### config.mk
export PLATFORM = sky130hd
export DESIGN_NAME = mem_access_stage
export DESIGN_NICKNAME = d
export VERILOG_FILES = /design/src/rtl/mem_access_stage_pkg.sv /design/src/rtl/mem_access_stage_load_store_align.sv /design/src/rtl/mem_access_stage.sv
export SDC_FILE = /design/constraint.sdc
export NUM_CORES = 1
export LEC_CHECK = 0
export BUFFER_PORTS_ARGS = -buffer_cell sky130_fd_sc_hd__buf_2
export CORE_UTILIZATION = 30
export DETAILED_ROUTE_END_ITERATION = 8
export PLACE_DENSITY_LB_ADDON = 0.2
export SETUP_SLACK_MARGIN = 0.3
export SLEW_MARGIN = 10
export SYNTH_ARGS = -nofsm -noshare
export SYNTH_HDL_FRONTEND = slang
export SYNTH_SLANG_ARGS = --single-unit
### constraint.sdc
create_clock -name clk -period 9.1 [get_ports clk]
set_clock_uncertainty 0.15 [all_clocks]
set_input_delay 0.455 -clock clk [delete_from_list [all_inputs] [get_ports clk]]
set_output_delay 0.455 -clock clk [all_outputs]
set_load 0.05 [all_outputs]
### src/rtl/mem_access_stage_pkg.sv
// rtl/mem_access_stage_pkg.sv - funct3 codes and FSM state encoding for the MEM stage
package mem_access_stage_pkg;

  localparam int XLEN   = 64;
  localparam int ADDR_W = 64;

  localparam logic [2:0] F3_LB  = 3'b000;
  localparam logic [2:0] F3_LH  = 3'b001;
  localparam logic [2:0] F3_LW  = 3'b010;
  localparam logic [2:0] F3_LD  = 3'b011;
  localparam logic [2:0] F3_LBU = 3'b100;
  localparam logic [2:0] F3_LHU = 3'b101;
  localparam logic [2:0] F3_LWU = 3'b110;

  localparam logic [2:0] F3_SB  = 3'b000;
  localparam logic [2:0] F3_SH  = 3'b001;
  localparam logic [2:0] F3_SW  = 3'b010;
  localparam logic [2:0] F3_SD  = 3'b011;

  typedef enum logic [1:0] {
    ST_IDLE = 2'd0,
    ST_BUSY = 2'd1,
    ST_DONE = 2'd2
  } state_t;

endpackage

### src/rtl/mem_access_stage_load_store_align.sv
// rtl/mem_access_stage_load_store_align.sv - byte-lane steering, load extend and alignment check
module load_store_align
  import mem_access_stage_pkg::*;
(
  input  logic [2:0]      funct3,
  input  logic [2:0]      offset,
  input  logic [XLEN-1:0] store_data,
  input  logic [XLEN-1:0] rdata,
  output logic [XLEN-1:0] wdata,
  output logic [7:0]      wmask,
  output logic [XLEN-1:0] load_value,
  output logic            misaligned
);

  logic [XLEN-1:0] shifted;

  always_comb begin
    shifted = rdata >> {offset, 3'b000};

    // funct3[1:0] is the access size for loads and stores alike
    case ({1'b0, funct3[1:0]})
      F3_SB: begin
        wdata      = {8{store_data[7:0]}};
        wmask      = 8'h01 << offset;
        misaligned = 1'b0;
      end
      F3_SH: begin
        wdata      = {4{store_data[15:0]}};
        wmask      = 8'h03 << offset;
        misaligned = offset[0];
      end
      F3_SW: begin
        wdata      = {2{store_data[31:0]}};
        wmask      = 8'h0F << offset;
        misaligned = |offset[1:0];
      end
      default: begin
        wdata      = store_data;
        wmask      = 8'hFF;
        misaligned = |offset;
      end
    endcase

    case (funct3)
      F3_LB:   load_value = {{56{shifted[7]}}, shifted[7:0]};
      F3_LH:   load_value = {{48{shifted[15]}}, shifted[15:0]};
      F3_LW:   load_value = {{32{shifted[31]}}, shifted[31:0]};
      F3_LD:   load_value = shifted;
      F3_LBU:  load_value = {56'd0, shifted[7:0]};
      F3_LHU:  load_value = {48'd0, shifted[15:0]};
      F3_LWU:  load_value = {32'd0, shifted[31:0]};
      default: load_value = '0;
    endcase
  end

endmodule

### src/rtl/mem_access_stage.sv
// rtl/mem_access_stage.sv - RV64I memory-access stage with valid/ready data-memory handshake
module mem_access_stage
  import mem_access_stage_pkg::*;
(
  input  logic              clk,
  input  logic              reset,
  input  logic [ADDR_W-1:0] address,
  input  logic [XLEN-1:0]   store_data,
  input  logic [4:0]        rd,
  input  logic [2:0]        funct3,
  input  logic              memRead,
  input  logic              memWrite,
  input  logic              memToReg,
  input  logic              regWrite,
  output logic              dmem_req,
  output logic              dmem_we,
  output logic [ADDR_W-1:0] dmem_addr,
  output logic [XLEN-1:0]   dmem_wdata,
  output logic [7:0]        dmem_wmask,
  input  logic              dmem_ready,
  input  logic [XLEN-1:0]   dmem_rdata,
  output logic              stall,
  output logic              misaligned,
  output logic [ADDR_W-1:0] address_out,
  output logic [XLEN-1:0]   value_out,
  output logic [4:0]        rd_out,
  output logic              memToReg_out,
  output logic              regWrite_out
);

  state_t            state_q, state_d;
  logic [XLEN-1:0]   load_q, load_d;
  logic [ADDR_W-1:0] lat_addr_q, lat_addr_d;
  logic [XLEN-1:0]   lat_data_q, lat_data_d;
  logic [2:0]        lat_f3_q, lat_f3_d;
  logic [4:0]        lat_rd_q, lat_rd_d;
  logic              lat_we_q, lat_we_d;
  logic              lat_m2r_q, lat_m2r_d;
  logic              lat_rw_q, lat_rw_d;

  logic              idle, is_memop;
  logic [ADDR_W-1:0] cur_addr;
  logic [XLEN-1:0]   cur_data;
  logic [2:0]        cur_f3;
  logic [XLEN-1:0]   al_wdata, al_load;
  logic [7:0]        al_wmask;
  logic              al_mis;

  // One aligner serves both the live instruction (IDLE) and the latched one
  assign idle     = (state_q == ST_IDLE);
  assign is_memop = memRead | memWrite;
  assign cur_addr = idle ? address    : lat_addr_q;
  assign cur_data = idle ? store_data : lat_data_q;
  assign cur_f3   = idle ? funct3     : lat_f3_q;

  load_store_align u_align (
    .funct3     (cur_f3),
    .offset     (cur_addr[2:0]),
    .store_data (cur_data),
    .rdata      (load_q),
    .wdata      (al_wdata),
    .wmask      (al_wmask),
    .load_value (al_load),
    .misaligned (al_mis)
  );

  always_comb begin
    state_d      = state_q;
    load_d       = load_q;
    lat_addr_d   = lat_addr_q;
    lat_data_d   = lat_data_q;
    lat_f3_d     = lat_f3_q;
    lat_rd_d     = lat_rd_q;
    lat_we_d     = lat_we_q;
    lat_m2r_d    = lat_m2r_q;
    lat_rw_d     = lat_rw_q;
    dmem_req     = 1'b0;
    dmem_we      = 1'b0;
    dmem_addr    = {cur_addr[ADDR_W-1:3], 3'b000};
    dmem_wdata   = '0;
    dmem_wmask   = '0;
    stall        = 1'b0;
    misaligned   = 1'b0;
    address_out  = cur_addr;
    value_out    = '0;
    rd_out       = idle ? rd : lat_rd_q;
    memToReg_out = idle ? memToReg : lat_m2r_q;
    regWrite_out = 1'b0;

    case (state_q)
      ST_IDLE: begin
        regWrite_out = regWrite;
        if (is_memop) begin
          regWrite_out = 1'b0;
          if (al_mis) begin
            misaligned = 1'b1;
          end else begin
            lat_addr_d = address;
            lat_data_d = store_data;
            lat_f3_d   = funct3;
            lat_rd_d   = rd;
            lat_we_d   = memWrite;
            lat_m2r_d  = memToReg;
            lat_rw_d   = regWrite;
            stall      = 1'b1;
            state_d    = ST_BUSY;
          end
        end
      end
      ST_BUSY: begin
        dmem_req   = 1'b1;
        dmem_we    = lat_we_q;
        dmem_wdata = al_wdata;
        dmem_wmask = al_wmask;
        stall      = 1'b1;
        if (dmem_ready) begin
          load_d  = dmem_rdata;
          state_d = ST_DONE;
        end
      end
      ST_DONE: begin
        value_out    = lat_we_q ? '0 : al_load;
        regWrite_out = lat_rw_q & ~lat_we_q;
        state_d      = ST_IDLE;
      end
      default: state_d = ST_IDLE;
    endcase
  end

  always_ff @(posedge clk) begin
    if (reset) begin
      state_q    <= ST_IDLE;
      load_q     <= '0;
      lat_addr_q <= '0;
      lat_data_q <= '0;
      lat_f3_q   <= '0;
      lat_rd_q   <= '0;
      lat_we_q   <= 1'b0;
      lat_m2r_q  <= 1'b0;
      lat_rw_q   <= 1'b0;
    end else begin
      state_q    <= state_d;
      load_q     <= load_d;
      lat_addr_q <= lat_addr_d;
      lat_data_q <= lat_data_d;
      lat_f3_q   <= lat_f3_d;
      lat_rd_q   <= lat_rd_d;
      lat_we_q   <= lat_we_d;
      lat_m2r_q  <= lat_m2r_d;
      lat_rw_q   <= lat_rw_d;
    end
  end

endmodule
Yosys cells after proc, flatten, opt, wreduce, memory -nomap -nowiden
Index checks and enable logic that the tools add are counted.

cells by class
  muxes and demuxes = 27
  reduce and logical (&&, ||, !) cells = 8
  equality and inequality tests = 13
  bitwise gates (word level) = 4
  shift operators = 4

operator list
  kind                                              number
  case mux 64 bit (7 select lines)                  1
  two-way mux 64 bit                                5
  case mux 64 bit (3 select lines)                  1
  right shift 64 x 6 -> 64 bit                      1
  case mux 8 bit (3 select lines)                   1
  == test 3 bit (second input constant)             3
  two-way mux 1 bit                                 9
  two-way mux 8 bit                                 1
  left shift 1 x 3 -> 8 bit (first input constant)  1
  left shift 2 x 3 -> 8 bit (first input constant)  1
  left shift 4 x 3 -> 8 bit (first input constant)  1
  == test 3 x 2 -> 1 bit (second input constant)    2
  two-way mux 2 bit                                 3
  AND reduction 3 bit                               2
  two-way mux 5 bit                                 1
  == test 2 x 1 -> 1 bit (second input constant)    2
  == test 2 bit (second input constant)             2
  zero test 2 bit                                   2
  != test 2 bit (second input constant)             2
  case mux 1 bit (2 select lines)                   2
  case mux 2 bit (2 select lines)                   1
  == test 3 x 1 -> 1 bit (second input constant)    1
  zero test 3 bit                                   1
  two-way mux 3 bit                                 1
  8 further kinds                                   9

storage, ports and cells
  input port bits = 207
  logic and storage cells = 65
  register bits = 205

Logic depth before layout (Yosys ltp)
  word-level depth = 7
  gate-level depth with buffers = 16

Hierarchy
A second synthesis with hierarchy kept.

unflattened totals
  cells, all modules = 1715
  area total of the unflattened synthesis = 14998.1 µm²

modules (own cells, without submodules)
  module            area an instance (µm²)  times used  cells an instance
  mem_access_stage  11586.1                 1           1264
  load_store_align  3412.0                  1           451

Least setup slack after synthesis
OpenSTA, ideal clock, no wires.

  kind = reg2out
  start point = register state_q[1]
  end point = output value_out[32]
  slack = 4808 ps
  data arrival time = 3687 ps
  cell stages (with the launch flop) = 13
  buffers on the path = 4
  required time = 8495 ps
  cells stage by stage = dfxtp_1 > nor2_4 > buf_1 > clkbuf_1 > clkbuf_1 > nand2_1 > nand2_1 > ha_1 > clkinv_1 > a311oi_1 > a221oi_4 > buf_4 > a21oi_1

on the way
  longest elaborated chain between the ends = 6
  elaborated cells on any way between the ends = 15
  classes of those cells = eq/ne (7); shift (1); mux (5); reduce/logical (2)

ends and longest elaborated chain
  element                                                     line                                            source
  start, declared                                             mem_access_stage.sv:31                          state_t state_q, state_d;
  start signal, assigned                                      mem_access_stage.sv:142                         state_q <= state_d;
  zero test 2 bit                                             mem_access_stage.sv:50                          assign idle = (state_q == ST_IDLE);
  two-way mux 64 bit or two-way mux 3 bit (tied branches)     mem_access_stage.sv:52, mem_access_stage.sv:54
  right shift 64 x 6 -> 64 bit, or another cell as far along  mem_access_stage_load_store_align.sv:18         shifted = rdata >> {offset, 3'b000};
  case mux 64 bit (7 select lines)                            mem_access_stage_load_store_align.sv:44         case (funct3)
  two-way mux 64 bit                                          mem_access_stage.sv:122                         value_out = lat_we_q ? '0 : al_load;
  two-way mux 64 bit *                                        mem_access_stage.sv:90                          case (state_q)
  end, declared                                               mem_access_stage.sv:25                          output logic [XLEN-1:0] value_out,

Every way passes the cells marked *; elsewhere a longest branch is shown, timed or not.

Final worst setup path
  start point = register state_q[0]
  end point = output value_out[18]

Same word-level chain as after synthesis.

==> impl_results.md <==
- Insertion delay to the later sink of the worst-skew pair: 560 ps
- Maximum capacitance violations: 0
- Avg Cell Area, Syn: about 6.7 µm²
- DR pass1 iterations: 5
- WP data arrival: between 5000 and 6000 ps
- Critical Path Source Type: flop
- Fin Setup TNS: 0 ps
- Setup violations, final: 0
- Worst vdd ir: 0.000144 V
- Fin. max-slew vios: 0
- Leakage power: around 8 nW
- Number of distinct library cells after synthesis: 61
- Reg area: 4100 µm²
- Clock buffer count from CTS: 26
- Post-synthesis sequential area ratio: 0.332
- Clk pin slew, worst setup/hold paths: 60 ps
- Leading cell types by total area after synthesis: dfxtp_1 (33%), nand2_1 (22%), a21oi_1 (12%)
- Status: completed
- Layout cells sized above 1: 0.243
- Post-route antenna net violation count: 0
- Die span in x: ~200 µm
- Post-synth EDFFs: 0
- Cell Pwr Density: 247 nW/µm²
- Post_cts resized: 0
- Filler cell count: 4230
- CTS tree: done
- Worst relative slew slack: 0.174
- YS warnings: 0
- Initial antenna violation count: 4
- WS Path Type: flop to output pin
- PortBufs: around 480
- Placed cells: 2657
- Global route hottest layer: met2
- Flop2flop setup slack: 3870 ps
- Critical-path maximum fanout: 67
- Met2 Track Usage GR: 0.413
- Fin nets: 2538
- H-tree Lvls: 1
- Grt met3 use: 0.0466
- Cells after synthesis: 1841
- Count of hold buffers inserted by post-cts repair: between 150 and 200
- Worst-Margin Slew: 1230 ps
- Area of the core: 40200 µm²
- CP required: 8500 ps
- Post-synthesis async set-or-reset flop share: 0
- Die height: 205 µm
- Initial Util: 0.307
- Setup Fix Bufs, Post-CTS: 0
- Hold WC Path Type: primary input to flop
- Post-Route WL: 54.5 mm
- Synth top cells by count: nand2_1 (716), a21oi_1 (294), dfxtp_1 (205)
- Vias per inst: 5.08
- Row count: 73
- Placed inst area: 14500 µm²
- Final GP Congestion: between 0.9 and 1
- CTS root buffer: clkbuf_16
- Final Hold Fails: 0
- Clk sinks: 205
- Die area: 42000 µm²
- Post-DP HPWL: roughly 38 mm
- All-layer global routing usage: 0.249
- Most frequent cell after synthesis: nand2_1
- F_max: 174 MHz
- Fin cells: roughly 2900
- Initial drt markers: approximately 1200
- Crit path time final: approximately 5700 ps
- Crit share post-route: 0.632
- DRC viols: 0
- CP endpoint kind: output pin
- Clk buf depth: 3
- Worst hold slack: 13.2 ps
- Finished Cell Area: between 15000 and 20000 µm²
- Final core utilization: 0.426
- Detailed-route via count: roughly 15000
- Area Growth Syn to Fin: 38.6%
- Remaining global-route overflow: 0
- Pin count of the biggest net entering global routing: 135
- Vias in the first global route: 13900
- Top-area cell type share of the netlist area: 0.332
- WL/cell: around 19 µm
- Met1 usage: 0.330
- Cell taking the most area after synthesis: dfxtp_1
- First-pass GRT wire length: 81.6 mm
- Multi-input logic area: 7160 µm²
- Netlist Area Pre-Place: about 12000 µm²
- Top_reg_cell synth: dfxtp_1
- FF+latch count, synth: 205
- I/O pin total: 482
- Unrepaired setup endpoints after global routing: false
[worst max-delay path: stages, from the launching register on]
cell,delay [ps]
dfxtp_1,650
or2_4,420
buf_4,670
nand2_1,110
nand2_1,110
ha_1,350
clkinv_1,610
nand2_1,750
o21ai_0,360
a21oi_1,230
buf_2,290
[final cells by class]
| class | instances | share of cell area |
|---|---|---|
| sequential | 205 | 0.240 |
| multi-input combinational | 1421 | 0.418 |
| antenna | 3 | 0.000438 |
| inverter | 8 | 0.00175 |
| clock buffer | 34 | 0.0415 |
| timing repair buffer | 667 | 0.248 |
| tap | 525 | 0.0384 |
| clock inverter | 12 | 0.0121 |
[per-stage QoR]
step	setup WS [ps]	power [W]
after floorplan	4810	0.00263
after global placement	3950	0.00305
after detailed placement	3830	0.00306
after CTS	3380	0.00426
after global routing	3060	0.00445
final	3350	0.00423
[layout by cell type, fill, tap and decap left out, types with 9 or more instances in the layout]
| cell | n |
|---|---|
| o221a_2 | 9 |
| mux2i_1 | 105 |
| nor2_1 | 57 |
| dfxtp_1 | 205 |
| a21oi_1 | 294 |
| o21ai_0 | 47 |
| nand2_1 | 715 |
| and2_1 | 11 |
| a31oi_1 | 18 |
| buf_4 | 20 |
| nor3_1 | 12 |
| o22ai_1 | 30 |
| nand3_1 | 24 |
| dlygate4sd3_1 | 168 |
| clkbuf_16 | 26 |
| buf_2 | 477 |
[kinds of logic after synthesis]
family / Yosys count / synth area share
other: 1 / 0.000303
multiplexers: 111 / 0.0904
adder cells (fa/ha/maj): 2 / 0.00202
flip-flops: 205 / 0.332
AO/OA/AOI/OAI: 454 / 0.210
buffers and inverters: 217 / 0.0907
AND/OR/NAND/NOR: 851 / 0.274
[registers in the layout, indices dropped and copies added, names as in the netlist]
register    flops
lat_data_q     64
state_q         2
load_q         64
lat_m2r_q       1
lat_we_q        1
lat_rw_q        1
lat_addr_q     64
lat_f3_q        3
lat_rd_q        5
[path summary, 6_finish.rpt]
kind | startpoint | to | cells past startpoint
max | state_q[0]$_SDFFE_PP0P_ | value_out[18] | 10
min | dmem_rdata[5] | load_q[5]$_SDFFE_PP0P_ | 3
max reg2reg | state_q[0]$_SDFFE_PP0P_ | lat_data_q[5]$_SDFFE_PP0P_ | 13
min reg2reg | lat_f3_q[2]$_SDFFE_PP0P_ | lat_f3_q[2]$_SDFFE_PP0P_ | 2
[power by group]
group          leakage (nW)  total, W  switching, W  internal, W
logic                  5.67   0.00200       0.00149     0.000509
clock network         0.446   0.00112      0.000433     0.000692
registers              1.68   0.00110     0.0000839      0.00102
[per-layer routing]
layer / vias to the layer above / part of all wire
met2: 534 / 0.47
met5: - / 0.00048
met4: 4 / 0.025
li1: 7088 / -
met1: 6907 / 0.43
met3: 75 / 0.072
Power figures use the tool's default switching activity.
